`src/rtl/plic_ctrl_pkg.sv`:
```
// Shared constants, register-file types and helpers for the platform interrupt controller.
package plic_ctrl_pkg;

  localparam int unsigned NUM_SRC = 8;
  localparam int unsigned PRIO_W  = 3;
  localparam int unsigned ID_W    = $clog2(NUM_SRC + 1);
  localparam int unsigned ADDR_W  = 10;
  localparam int unsigned DATA_W  = 32;
  localparam int unsigned STRB_W  = 4;

  localparam logic [ADDR_W-1:0] plic_prio_base   = 10'h000;
  localparam logic [ADDR_W-1:0] plic_pend_addr   = 10'h080;
  localparam logic [ADDR_W-1:0] plic_enable_addr = 10'h100;
  localparam logic [ADDR_W-1:0] plic_thresh_addr = 10'h200;
  localparam logic [ADDR_W-1:0] plic_claim_addr  = 10'h204;

  typedef enum logic {
    ST_IDLE,
    ST_RESP
  } bus_state_e;

  typedef logic [NUM_SRC:1][PRIO_W-1:0] prio_arr_t;

  typedef struct packed {
    prio_arr_t         prio;
    logic [NUM_SRC:1]  enable;
    logic [NUM_SRC:1]  pending;
    logic [NUM_SRC:1]  in_flight;
    logic [PRIO_W-1:0] threshold;
  } plic_reg_type;

  // Latched bus request; byte-offset bits are dropped since the map is word aligned.
  typedef struct packed {
    logic [ADDR_W-1:2] word;
    logic [DATA_W-1:0] wdata;
    logic [STRB_W-1:0] wstrb;
  } plic_req_t;

  function automatic plic_reg_type init_plic_reg();
    return '0;
  endfunction

endpackage

```
`src/rtl/plic_ctrl_if.sv`:
```
// Simple memory bus between the core and the interrupt controller.
interface plic_ctrl_if;

  logic                                mem_valid;
  logic [plic_ctrl_pkg::ADDR_W-1:0]    mem_addr;
  logic [plic_ctrl_pkg::DATA_W-1:0]    mem_wdata;
  logic [plic_ctrl_pkg::STRB_W-1:0]    mem_wstrb;
  logic                                mem_ready;
  logic [plic_ctrl_pkg::DATA_W-1:0]    mem_rdata;

  modport master (
    output mem_valid, mem_addr, mem_wdata, mem_wstrb,
    input  mem_ready, mem_rdata
  );

  modport slave (
    input  mem_valid, mem_addr, mem_wdata, mem_wstrb,
    output mem_ready, mem_rdata
  );

endinterface

```
`src/rtl/plic_arbiter.sv`:
```
// Combinational winner select: highest priority above threshold, ties to the lowest ID.
module plic_arbiter
  import plic_ctrl_pkg::*;
(
  input  logic [NUM_SRC:1]  pending_i,
  input  logic [NUM_SRC:1]  enable_i,
  input  prio_arr_t         prio_i,
  input  logic [PRIO_W-1:0] threshold_i,
  output logic [ID_W-1:0]   win_id_o,
  output logic [PRIO_W-1:0] win_prio_o
);

  logic [ID_W-1:0]   best_id;
  logic [PRIO_W-1:0] best_prio;

  // Scanning from the top ID down with >= leaves the lowest ID among equals.
  always_comb begin
    best_id   = '0;
    best_prio = '0;
    for (int i = int'(NUM_SRC); i >= 1; i--) begin
      if (pending_i[i] && enable_i[i] && (prio_i[i] > threshold_i) && (prio_i[i] >= best_prio)) begin
        best_id   = ID_W'(i);
        best_prio = prio_i[i];
      end
    end
  end

  assign win_id_o   = best_id;
  assign win_prio_o = best_prio;

endmodule

```
`src/rtl/plic_ctrl.sv`:
```
// Platform interrupt controller: gateways, priority/enable/threshold registers,
// claim/complete and the registered meip line to the CSR unit.
module plic_ctrl
  import plic_ctrl_pkg::*;
(
  input  logic               clock,
  input  logic               reset,
  input  logic [NUM_SRC-1:0] irq_src,
  plic_ctrl_if.slave         bus,
  output logic               meip
);

  bus_state_e        state_q, state_d;
  plic_req_t         req_q, req_d;
  plic_reg_type      regs_q, regs_d;
  logic              ready_q, ready_d;
  logic [DATA_W-1:0] rdata_q, rdata_d;
  logic              meip_q;

  logic [ID_W-1:0]   win_id;
  logic [PRIO_W-1:0] win_prio;
  logic [ID_W-1:0]   claim_id;
  logic [ADDR_W-1:0] raddr;
  logic [ADDR_W-1:0] waddr;
  logic [DATA_W-1:0] rd_mux_c;
  logic              unused_addr_bits;

  plic_arbiter u_arbiter (
    .pending_i   (regs_q.pending),
    .enable_i    (regs_q.enable),
    .prio_i      (regs_q.prio),
    .threshold_i (regs_q.threshold),
    .win_id_o    (win_id),
    .win_prio_o  (win_prio)
  );

  assign raddr            = {bus.mem_addr[ADDR_W-1:2], 2'b00};
  assign waddr            = {req_q.word, 2'b00};
  assign unused_addr_bits = ^bus.mem_addr[1:0];
  // The ID returned on a claim read is the one retired when the access completes.
  assign claim_id         = rdata_q[ID_W-1:0];

  always_comb begin
    rd_mux_c = '0;
    for (int unsigned i = 1; i <= NUM_SRC; i++) begin
      if (raddr == plic_prio_base + ADDR_W'(4 * i)) rd_mux_c = DATA_W'(regs_q.prio[i]);
    end
    if (raddr == plic_pend_addr)   rd_mux_c = DATA_W'({regs_q.pending, 1'b0});
    if (raddr == plic_enable_addr) rd_mux_c = DATA_W'({regs_q.enable, 1'b0});
    if (raddr == plic_thresh_addr) rd_mux_c = DATA_W'(regs_q.threshold);
    if (raddr == plic_claim_addr)  rd_mux_c = DATA_W'(win_id);
  end

  always_comb begin
    state_d = state_q;
    req_d   = req_q;
    regs_d  = regs_q;
    ready_d = 1'b0;
    rdata_d = '0;

    for (int unsigned i = 1; i <= NUM_SRC; i++) begin
      if (irq_src[i-1] && !regs_q.pending[i] && !regs_q.in_flight[i]) regs_d.pending[i] = 1'b1;
    end

    case (state_q)
      ST_IDLE: begin
        if (bus.mem_valid) begin
          state_d     = ST_RESP;
          req_d.word  = bus.mem_addr[ADDR_W-1:2];
          req_d.wdata = bus.mem_wdata;
          req_d.wstrb = bus.mem_wstrb;
          ready_d     = 1'b1;
          rdata_d     = (bus.mem_wstrb == '0) ? rd_mux_c : '0;
        end
      end
      ST_RESP: begin
        state_d = ST_IDLE;
        if (req_q.wstrb == '0) begin
          if (waddr == plic_claim_addr) begin
            // Claim overrides a gateway set of the same source this cycle.
            for (int unsigned i = 1; i <= NUM_SRC; i++) begin
              if (claim_id == ID_W'(i)) begin
                regs_d.pending[i]   = 1'b0;
                regs_d.in_flight[i] = 1'b1;
              end
            end
          end
        end else begin
          if (req_q.wstrb[0]) begin
            for (int unsigned i = 1; i <= NUM_SRC; i++) begin
              if (waddr == plic_prio_base + ADDR_W'(4 * i)) regs_d.prio[i] = req_q.wdata[PRIO_W-1:0];
              if ((waddr == plic_claim_addr) && (req_q.wdata == DATA_W'(i))) regs_d.in_flight[i] = 1'b0;
            end
            if (waddr == plic_thresh_addr) regs_d.threshold = req_q.wdata[PRIO_W-1:0];
          end
          if (waddr == plic_enable_addr) begin
            for (int unsigned i = 1; i <= NUM_SRC; i++) begin
              if (req_q.wstrb[i/8]) regs_d.enable[i] = req_q.wdata[i];
            end
          end
        end
      end
      default: state_d = ST_IDLE;
    endcase
  end

  always_ff @(posedge clock) begin
    if (!reset) begin
      state_q <= ST_IDLE;
      req_q   <= '0;
      regs_q  <= init_plic_reg();
      ready_q <= 1'b0;
      rdata_q <= '0;
      meip_q  <= 1'b0;
    end else begin
      state_q <= state_d;
      req_q   <= req_d;
      regs_q  <= regs_d;
      ready_q <= ready_d;
      rdata_q <= rdata_d;
      meip_q  <= (win_prio != '0);
    end
  end

  assign bus.mem_ready = ready_q;
  assign bus.mem_rdata = rdata_q;
  assign meip          = meip_q;

endmodule

```
`src/flat_wrapper.sv`:
```
// flat-port wrapper written by rule: the top's interface ports become plain ports
module plic_ctrl_flat import plic_ctrl_pkg::*;
  (clock, reset, irq_src, meip, bus_mem_valid, bus_mem_addr, bus_mem_wdata, bus_mem_wstrb, bus_mem_ready, bus_mem_rdata);
  plic_ctrl_if bus_i ();
  input  logic clock;
  input  logic reset;
  input  logic [NUM_SRC-1:0] irq_src;
  output logic meip;
  input wire logic [$bits(bus_i.mem_valid)-1:0] bus_mem_valid;
  input wire logic [$bits(bus_i.mem_addr)-1:0] bus_mem_addr;
  input wire logic [$bits(bus_i.mem_wdata)-1:0] bus_mem_wdata;
  input wire logic [$bits(bus_i.mem_wstrb)-1:0] bus_mem_wstrb;
  output wire logic [$bits(bus_i.mem_ready)-1:0] bus_mem_ready;
  output wire logic [$bits(bus_i.mem_rdata)-1:0] bus_mem_rdata;
  assign bus_i.mem_valid = bus_mem_valid;
  assign bus_i.mem_addr = bus_mem_addr;
  assign bus_i.mem_wdata = bus_mem_wdata;
  assign bus_i.mem_wstrb = bus_mem_wstrb;
  assign bus_mem_ready = bus_i.mem_ready;
  assign bus_mem_rdata = bus_i.mem_rdata;
  plic_ctrl u_core (.clock(clock), .reset(reset), .irq_src(irq_src), .bus(bus_i), .meip(meip));
endmodule
```
`config.mk`:
```
export PLATFORM = sky130hd
export DESIGN_NAME = plic_ctrl_flat
export DESIGN_NICKNAME = d
export VERILOG_FILES = /design/src/rtl/plic_ctrl_pkg.sv /design/src/rtl/plic_ctrl_if.sv /design/src/rtl/plic_arbiter.sv /design/src/rtl/plic_ctrl.sv /design/src/flat_wrapper.sv
export SDC_FILE = /design/constraint.sdc
export NUM_CORES = 1
export LEC_CHECK = 0
export ABC_AREA = 1
export CORE_MARGIN = 4
export CORE_UTILIZATION = 25
export CTS_CLUSTER_SIZE = 12
export DETAILED_ROUTE_END_ITERATION = 16
export SETUP_SLACK_MARGIN = 0.02
export SLEW_MARGIN = 30
export SYNTH_ARGS = -nofsm -noshare
export SYNTH_HDL_FRONTEND = slang
export SYNTH_SLANG_ARGS = --single-unit
export TNS_END_PERCENT = 1
```
`constraint.sdc`:
```
create_clock -name clock -period 17.5 [get_ports clock]
set_input_delay 5.25 -clock clock [delete_from_list [all_inputs] [get_ports clock]]
set_output_delay 5.25 -clock clock [all_outputs]
set_load 0.05 [all_outputs]
```
After elaboration in Yosys (flattened, before gate mapping) --
Index checks and enable logic that the tools add are counted.
Storage, ports and cells: bits in registers 130, input bits 57, output and inout port bits 34, word-level logic and storage cells 267
Cells by class: $lt $le $gt $ge 16, equal/unequal tests 48, multiplexer cells 69, bitwise gates (word level) 5, reductions and logical operators 100
Operators with widths (count):
- $eq 32x3->1 const B | 4
- $eq 32x2->1 const B | 2
- $eq 8x3->1 const B | 8
- $mux 3 | 18
- $logic_and 1x1->1 | 48
- $reduce_and 4->1 | 11
- $mux 4 | 10
- $reduce_and 5->1 | 8
- $mux 1 | 33
- $eq 32x1->1 const B | 1
- $eq 32x4->1 const B | 1
- $eq 8x2->1 const B | 4
- $eq 8x8->1 const B | 4
- $gt 3x3->1 | 8
- $ge 3x3->1 | 7
- $mux 19 | 1
- $mux 9 | 2
- $ne 2x2->1 const B | 9
- $reduce_bool 2->1 | 9
- $eq 4x3->1 const B | 4
- $eq 8x1->1 const B | 2
- $eq 8x4->1 const B | 2
- $eq 8x7->1 const B | 2
- $logic_not 1->1 | 16
- other kinds (17) | 24

Longest topological paths before layout --
Gate-level depths: netlist (run 1).
depth after elaboration 26, mapped depth 66

Cells and area by module --
From an unflattened synthesis (run 1), not the netlist that was laid out.
Unflattened totals: cells, all modules 923, area total of the unflattened synthesis 6429.9 um^2
By module, submodules not included:
- plic_ctrl | instances 1, cells each 688, area each 4929.7 um^2
- plic_arbiter | instances 1, cells each 235, area each 1500.2 um^2

Worst setup path after synthesis (run 1) --
OpenSTA, ideal clock, no wires.
path kind register to register, start point reg u_core.regs_q[2] (netlist name), end point reg u_core.rdata_q[0] (netlist: u_core.bus.mem_rdata[0]), library setup time 57 ps, arrival 7666 ps, required time 17443 ps, setup slack 9778 ps, cell stages (with the launch flop) 66, period minus slack after synthesis 7722 ps, cell sequence dfxtp_1 inv_1 ha_1 nand3_1 nand2_1 inv_1 nand2_1 inv_1 nand2_1 ha_1 a21oi_1 nand3_1 nand2_2 nand2_2 and2_1 ha_1 nand2_1 o211ai_1 [30 not listed] nand2_2 and2_1 ha_1 a21oi_1 o211ai_1 nand2_1 inv_1 nand2_1 nand2_2 ha_1 nand2_1 o211ai_1 nand4_1 nand2_1 inv_1 a221oi_1 nand2_1 inv_1
Between the ends: longest elaborated chain between the ends 26
RTL lines:
- start, declared | line plic_ctrl.sv:15 | plic_reg_type regs_q, regs_d;
- start signal, assigned | line plic_ctrl.sv:111 | regs_q <= init_plic_reg();
- start signal, assigned | line plic_ctrl.sv:118 | regs_q <= regs_d;
- $gt 3x3->1 | line plic_arbiter.sv:21 | if (pending_i[i] && enable_i[i] && (prio_i[i] > threshold_i) && (prio_i[i] >= best_prio)) begin
- $logic_and 1x1->1 (2 in a row) | line plic_arbiter.sv:21
- $mux 3 | line plic_arbiter.sv:21
- $ge 3x3->1 | line plic_arbiter.sv:21
- $logic_and 1x1->1 | line plic_arbiter.sv:21
- $mux 3 | line plic_arbiter.sv:21
- $ge 3x3->1 | line plic_arbiter.sv:21
- $logic_and 1x1->1 | line plic_arbiter.sv:21
- [9 not listed]
- $mux 3 | line plic_arbiter.sv:21
- $ge 3x3->1 | line plic_arbiter.sv:21
- $logic_and 1x1->1 | line plic_arbiter.sv:21
- $mux 3 | line plic_arbiter.sv:21
- $ge 3x3->1 | line plic_arbiter.sv:21
- $logic_and 1x1->1 | line plic_arbiter.sv:21
- $mux 4 * | line plic_arbiter.sv:21
- $mux 4 * | line plic_ctrl.sv:51 | if (raddr == plic_claim_addr) rd_mux_c = DATA_W'(win_id);
- end signal, assigned | line plic_ctrl.sv:120 | rdata_q <= rdata_d;
- end, declared | line plic_ctrl.sv:17 | logic [DATA_W-1:0] rdata_q, rdata_d;
Mark *: on every way between the ends. The rest lies on a longest branch, timed or not. A chain may end at the register's enable or synchronous reset.

Worst setup path in the final report (run 1) --
start point reg u_core.regs_q[0] (netlist name), end point reg u_core.rdata_q[0] (netlist: u_core.bus.mem_rdata[0])
Between the ends: longest elaborated chain between the ends 26
RTL lines (line):
- $gt 3x3->1 | plic_arbiter.sv:21
- $logic_and 1x1->1 (2 in a row) | plic_arbiter.sv:21
- $mux 3 | plic_arbiter.sv:21
- $ge 3x3->1 | plic_arbiter.sv:21
- $logic_and 1x1->1 | plic_arbiter.sv:21
- $mux 3 | plic_arbiter.sv:21
- $ge 3x3->1 | plic_arbiter.sv:21
- $logic_and 1x1->1 | plic_arbiter.sv:21
- [9 not listed]
- $mux 3 | plic_arbiter.sv:21
- $ge 3x3->1 | plic_arbiter.sv:21
- $logic_and 1x1->1 | plic_arbiter.sv:21
- $mux 3 | plic_arbiter.sv:21
- $ge 3x3->1 | plic_arbiter.sv:21
- $logic_and 1x1->1 | plic_arbiter.sv:21
- $mux 4 | plic_arbiter.sv:21
- $mux 4 * | plic_ctrl.sv:51
Marks and branches as above.

==> flow_summary.yaml, run 1 <==
cts:
  post_cts.repair.setup_buffers: 0
  cts-htree-levels: 3
  path_clk_slew_ns: 0.07
  cts_sinks: 106
  ctsResizeCount: 0
  clock_tree.root_cell: "clkbuf_16"
  cts_buffer_depth: 2
  clkLatencyLatePin_ns: 0.36
  numCtsBuffers: 9
  holdBufCountCts: 0
  cts_tree: "yes"
flow_run:
  cap_viol_max_count: 0
setup_path:
  r2r_cells: 64
  required_ns: 17.80
  crit_end: "u_core.bus.mem_rdata[0]"
  cp-end-kind: "flop"
  critPathMaxStageDelay_ns: 0.73
  crit_top_cell: "nand2_1"
  cpMaxStageDelayCell: "dfxtp_1"
  regToRegEndpoint: "u_core.bus.mem_rdata[0]"
  path_class: "flop to flop"
  worstReg2RegStart: "u_core.regs_q[0]"
  start_kind: "flop"
  r2r_slack_ns: 8.39
  crit_fanout: 10
  crit_arrival_ns: 9.40
  worstSetupStartpoint: "u_core.regs_q[0]"
floorplan:
  fp.dieH_um: 163
  die_width_um: 163
  initial_core_util_pct: 25.5
  io_pins: 91
  dieArea_um2: 26500
  core_region_area_um2: 23500
  row_count: 56
sta:
  tightest_slew_ns: 0.843
  maxSlewViolCount: 0
  skew_ns: 0.0101
  slew_headroom_pct: 43.4
  layout_min_cycle_time_ns: 9.11
  setup_violations: 0
  rsz0062_at_grt: "false"
  hold_viol: 0
  setup_ws_ns: 8.39
  max_freq_mhz: 110
  period_share_pct: 52.0
  fin_tns_setup_ns: 0
power_and_ir_drop:
  switching_power_mw: 0.147
  switching_share_pct: 27.4
  p_leak_nw: 2.88
  combPwrFrac_pct: 11.2
  power_frac_seq_pct: 48.1
  p_total_mw: 0.537
  power_density_nw_per_um2: 74.4
  intPower_mw: 0.390
  pwr-share-clk_pct: 40.7
  irDropWorstVdd_v: 0.0000496
route:
  highest_layer: "met4"
  drtIter0Drc: 333
  drc: 0
  wl_met1_mm: 8.03
  vias_per_cell: 4.54
  postRouteAntennaNets: 0
  dr_wl_met2_mm: 7.74
  drt_pass1_iterations: 5
  dr_wl_met3_um: 755
  routed_wl_mm: 16.9
  wl_per_cell_um: 13.7
  vias: 5600
logic_synthesis:
  ys_seq_area_share_pct: 35.4
  synth_mux_area_share_pct: 0
  yosysWarnings: 0
  avgSynthCellArea_um2: 7.04
  synth_cell_type_count: 35
  synth_compound_area_share_pct: 18.7
  synth_ff_type: "dfxtp_1"
  synth.area.top_cells: "dfxtp_1, nor2_1, ha_1"
  syn_inst: 852
  yosysTopAreaCell: "dfxtp_1"
  synth_edf_count: 0
  synth_top_area_share_pct: 35.4
  ys_ff_latch: 106
  synth_xor_area_share_pct: 0
  syn_area_um2: 6000
  synth_top_family_by_area: "simple AND/OR/NAND/NOR gates"
  synthAdderAreaFrac_pct: 8.76
  async_flop_share_pct: 0
  synth-simple-area-share_pct: 26.0
global_route:
  gr-total-overflow: 0
  grt_use_total_pct: 12.7
  antenna_found_initial: 0
  grt_pass1_wl_mm: 26.9
  grt_max_degree: 84
  grt_pass1_vias: 5239
place:
  dpl_cell_area_um2: 6900
  hpwl_mm: 13.1
  place_ws_ns: 8.43
  gp_congestion: 0.844
  io_buffers: 65
status:
  status: "finished, final reports clean"
final_layout:
  mostFrequentLayoutCells: "nor2_1, inv_1, dfxtp_1"
  fin_util_pct: 30.7
  drive_above_1_share_pct: 5.03
  nets: 1009
  final_area_um2: 7220
  layout_commonest_cell: "nor2_1"
  diodes: 0
  areaGrowthSynthToFinish_pct: 20.4
hold_path:
  hp-class: "flop to flop"
stage by stage:
stage	hold WS, ns	std cells
floorplan	0.430	874
global placement	0.445	1218
detailed placement	0.447	1218
CTS	0.457	1234
global route	0.475	1234
finish	0.453	1234
layout make-up:
class | instances | area, um2
fillers | 2611 | 16300
multi-input cells | 615 | 3300
flip-flops and latches | 106 | 2120
repair buffers | 67 | 661
inverters | 111 | 417
well taps | 319 | 399
clock buffers | 10 | 239
clock inverters | 6 | 82.6
power groups by stage:
stage | Combinational, mW | Clock (mW) | Sequential (mW)
floorplan | 0.0419 | 0 | 0.262
global placement | 0.0597 | 0 | 0.264
detailed placement | 0.0604 | 0 | 0.264
CTS | 0.0606 | 0.224 | 0.258
global route | 0.0674 | 0.234 | 0.260
finish | 0.0601 | 0.219 | 0.258
cells by family after synthesis:
group           Yosys count
other cells               1
simple gates            348
buf+inv                 153
flops                   106
fa+ha+maj                42
compound gates          202
worst max-delay path, delay by kind of cell, from the launching register on:
| kind | cells | cell delay, ns |
|---|---|---|
| and+or+nand+nor | 33 | 3.09 |
| adders and majority gates | 8 | 2.45 |
| AOI/OAI and AO/OA | 12 | 2.02 |
| DFF | 1 | 0.73 |
| buffers and inverters | 11 | 0.73 |
routing by layer:
layer,vias up,GRT usage (%)
met1,2520,16.4
li1,2939,-
met4,0,4.38
met2,115,21.4
met3,26,2.38
met5,-,0
cell usage after synthesis (all sizes together) (3+ instances only):
library cell    n
nor4           13
nor2          143
nand4          10
a311oi          4
nand3          44
nand2         115
o31ai           3
o211ai          4
o21ai          96
a21oi          63
buf            26
dfxtp         106
inv           108
clkbuf         16
nor3           17
clkinv          3
a211oi         13
and2            5
o22ai           8
ha             42
how the worst min path moves through the flow:
stage | start | endpoint | slack (ns) | cells after the start
after floorplan | u_core.regs_q[4] | u_core.regs_q[4] | 0.43 | 2
after global placement | u_core.regs_q[6] | u_core.regs_q[6] | 0.44 | 2
after detailed placement | u_core.regs_q[6] | u_core.regs_q[6] | 0.45 | 2
after CTS | u_core.regs_q[6] | u_core.regs_q[6] | 0.46 | 2
after global routing | u_core.regs_q[4] | u_core.regs_q[4] | 0.47 | 2
final | u_core.regs_q[6] | u_core.regs_q[6] | 0.45 | 2
registers in the layout (all words and copies together) (netlist names):
| register | cells |
|---|---|
| u_core.regs_q | 51 |
| u_core.req_q | 44 |
| u_core.meip | 1 |
| u_core.bus.mem_ready | 1 |
| u_core.bus.mem_rdata | 9 |
Power figures use the tool's default switching activity.
==> run 2: changes to the inputs <==
Clock period 17.5 ns to 9.5 ns, I/O delays scaled along.
==> run 2 against run 1 <==
Effect of this change: core utilization hardly changed; sequential share of layout area hardly changed; maximum frequency is 7.9% higher; first-iteration DRC count is 3.6% higher; die area stayed put; routed wire length is 0.99% higher; sequential power is 84% higher.
==> flow_summary.yaml, run 2 (same netlist as run 1, synthesis figures left out) <==
sta:
  rsz0062_at_grt: "false"
  layout_min_cycle_time_ns: 8.44
  fin_tns_setup_ns: 0
  period_share_pct: 88.8
  slew_headroom_pct: 43.8
  tightest_slew_ns: 0.836
  hold_viol: 0
  maxSlewViolCount: 0
  skew_ns: 0.0107
  max_freq_mhz: 118
  setup_violations: 0
global_route:
  grt_use_total_pct: 12.7
  grt_max_degree: 84
  grt_pass1_wl_mm: 26.7
  gr-total-overflow: 0
  grt_pass1_vias: 5113
  antenna_found_initial: 0
final_layout:
  final_area_um2: 7230
  layout_commonest_cell: "nor2_1"
  diodes: 0
  nets: 1013
  n_fill_cell: 2623
  areaGrowthSynthToFinish_pct: 20.6
  top_register: "u_core.regs_q"
  largest_reg_flops: 51
  drive_above_1_share_pct: 5.66
  mostFrequentLayoutCells: "nor2_1, inv_1, dfxtp_1"
setup_path:
  path_class: "flop to flop"
  cp-end-kind: "flop"
  crit_arrival_ns: 8.75
  critPathMaxStageDelay_ns: 0.34
  crit_fanout: 8
  crit_top_cell: "nand2_1"
  required_ns: 9.81
  cpMaxStageDelayCell: "ha_1"
  start_kind: "flop"
cts:
  clkLatencyLatePin_ns: 0.36
  cts-htree-levels: 3
  cts_tree: "yes"
  path_clk_slew_ns: 0.08
  holdBufCountCts: 0
  cts_sinks: 106
  numCtsBuffers: 9
  clock_tree.root_cell: "clkbuf_16"
  cts_buffer_depth: 2
route:
  drc: 0
  postRouteAntennaNets: 0
  vias_per_cell: 4.55
  drtIter0Drc: 345
  drt_pass1_iterations: 5
  wl_per_cell_um: 13.8
  vias: 5633
  routed_wl_mm: 17.1
floorplan:
  initial_core_util_pct: 25.5
  row_count: 56
  fp.dieH_um: 163
  core_region_area_um2: 23500
  io_pins: 91
  dieArea_um2: 26500
  die_width_um: 163
power_and_ir_drop:
  p_total_mw: 0.964
  power_density_nw_per_um2: 133
  p_leak_nw: 2.89
  irDropWorstVdd_v: 0.0000825
place:
  hpwl_mm: 13.2
  gp_congestion: 0.835
  io_buffers: 65
  dpl_cell_area_um2: 6920
flow_run:
  cap_viol_max_count: 0
hold_path:
  hp-class: "flop to flop"
status:
  status: "finished, final reports clean"
==> run 2: through the flow <==
step	util (%)	setup slack [ns]	hold WS, ns	std cells
floorplan	-	1.78	0.430	874
global placement	29.4	0.910	0.445	1221
detailed placement	29.4	0.786	0.449	1221
CTS	30.7	0.755	0.459	1237
global route	30.7	0.0104	0.474	1238
finish	30.7	1.06	0.457	1238
==> run 2: worst max-delay path: cells and delay by family (launching register included) <==
| kind | cells | cell delay [ns] |
|---|---|---|
| fa+ha+maj | 8 | 2.40 |
| compound gates | 12 | 1.80 |
| flops | 1 | 0.33 |
| buf+inv | 12 | 0.78 |
| simple gates | 34 | 3.07 |
==> run 2: final timing paths <==
kind / end / cells past startpoint / start / slack (ns)
min reg2reg: u_core.regs_q[6] / 2 / u_core.regs_q[6] / 0.46
min: u_core.regs_q[6] / 2 / u_core.regs_q[6] / 0.46
max: u_core.bus.mem_rdata[0] / 66 / u_core.regs_q[2] / 1.06
max reg2reg: u_core.bus.mem_rdata[0] / 66 / u_core.regs_q[2] / 1.06
==> run 2: cell type report <==
cell class,instances,area (um2),share of cell area (%)
Clock buffer,9,225,3.11
Clock inverter,7,71.3,0.986
Inverter,111,417,5.76
Timing Repair Buffer,71,691,9.55
Tap cell,319,399,5.52
Sequential cell,106,2120,29.3
Multi-Input combinational cell,615,3310,45.7
==> run 2: repair_timing <==
action / CTS / global route
endpoints found under the setup margin: 0 / 5
resized for setup: 0 / 5
buffers inserted: 0 / 1
==> run 2: where the power goes <==
| group | switching (mW) | internal (mW) | leakage [nW] |
|---|---|---|---|
| logic | 0.0723 | 0.0387 | 1.88 |
| clock network | 0.192 | 0.186 | 0.139 |
| registers | 0.0141 | 0.462 | 0.867 |
==> run 2: metal layers <==
metal,share of wire (%),track usage [%],vias to the layer above
met2,45,20.8,128
met5,0,0,-
met1,47,16.5,2540
met4,2.4,4.16,0
li1,-,-,2939
met3,5.6,2.91,26
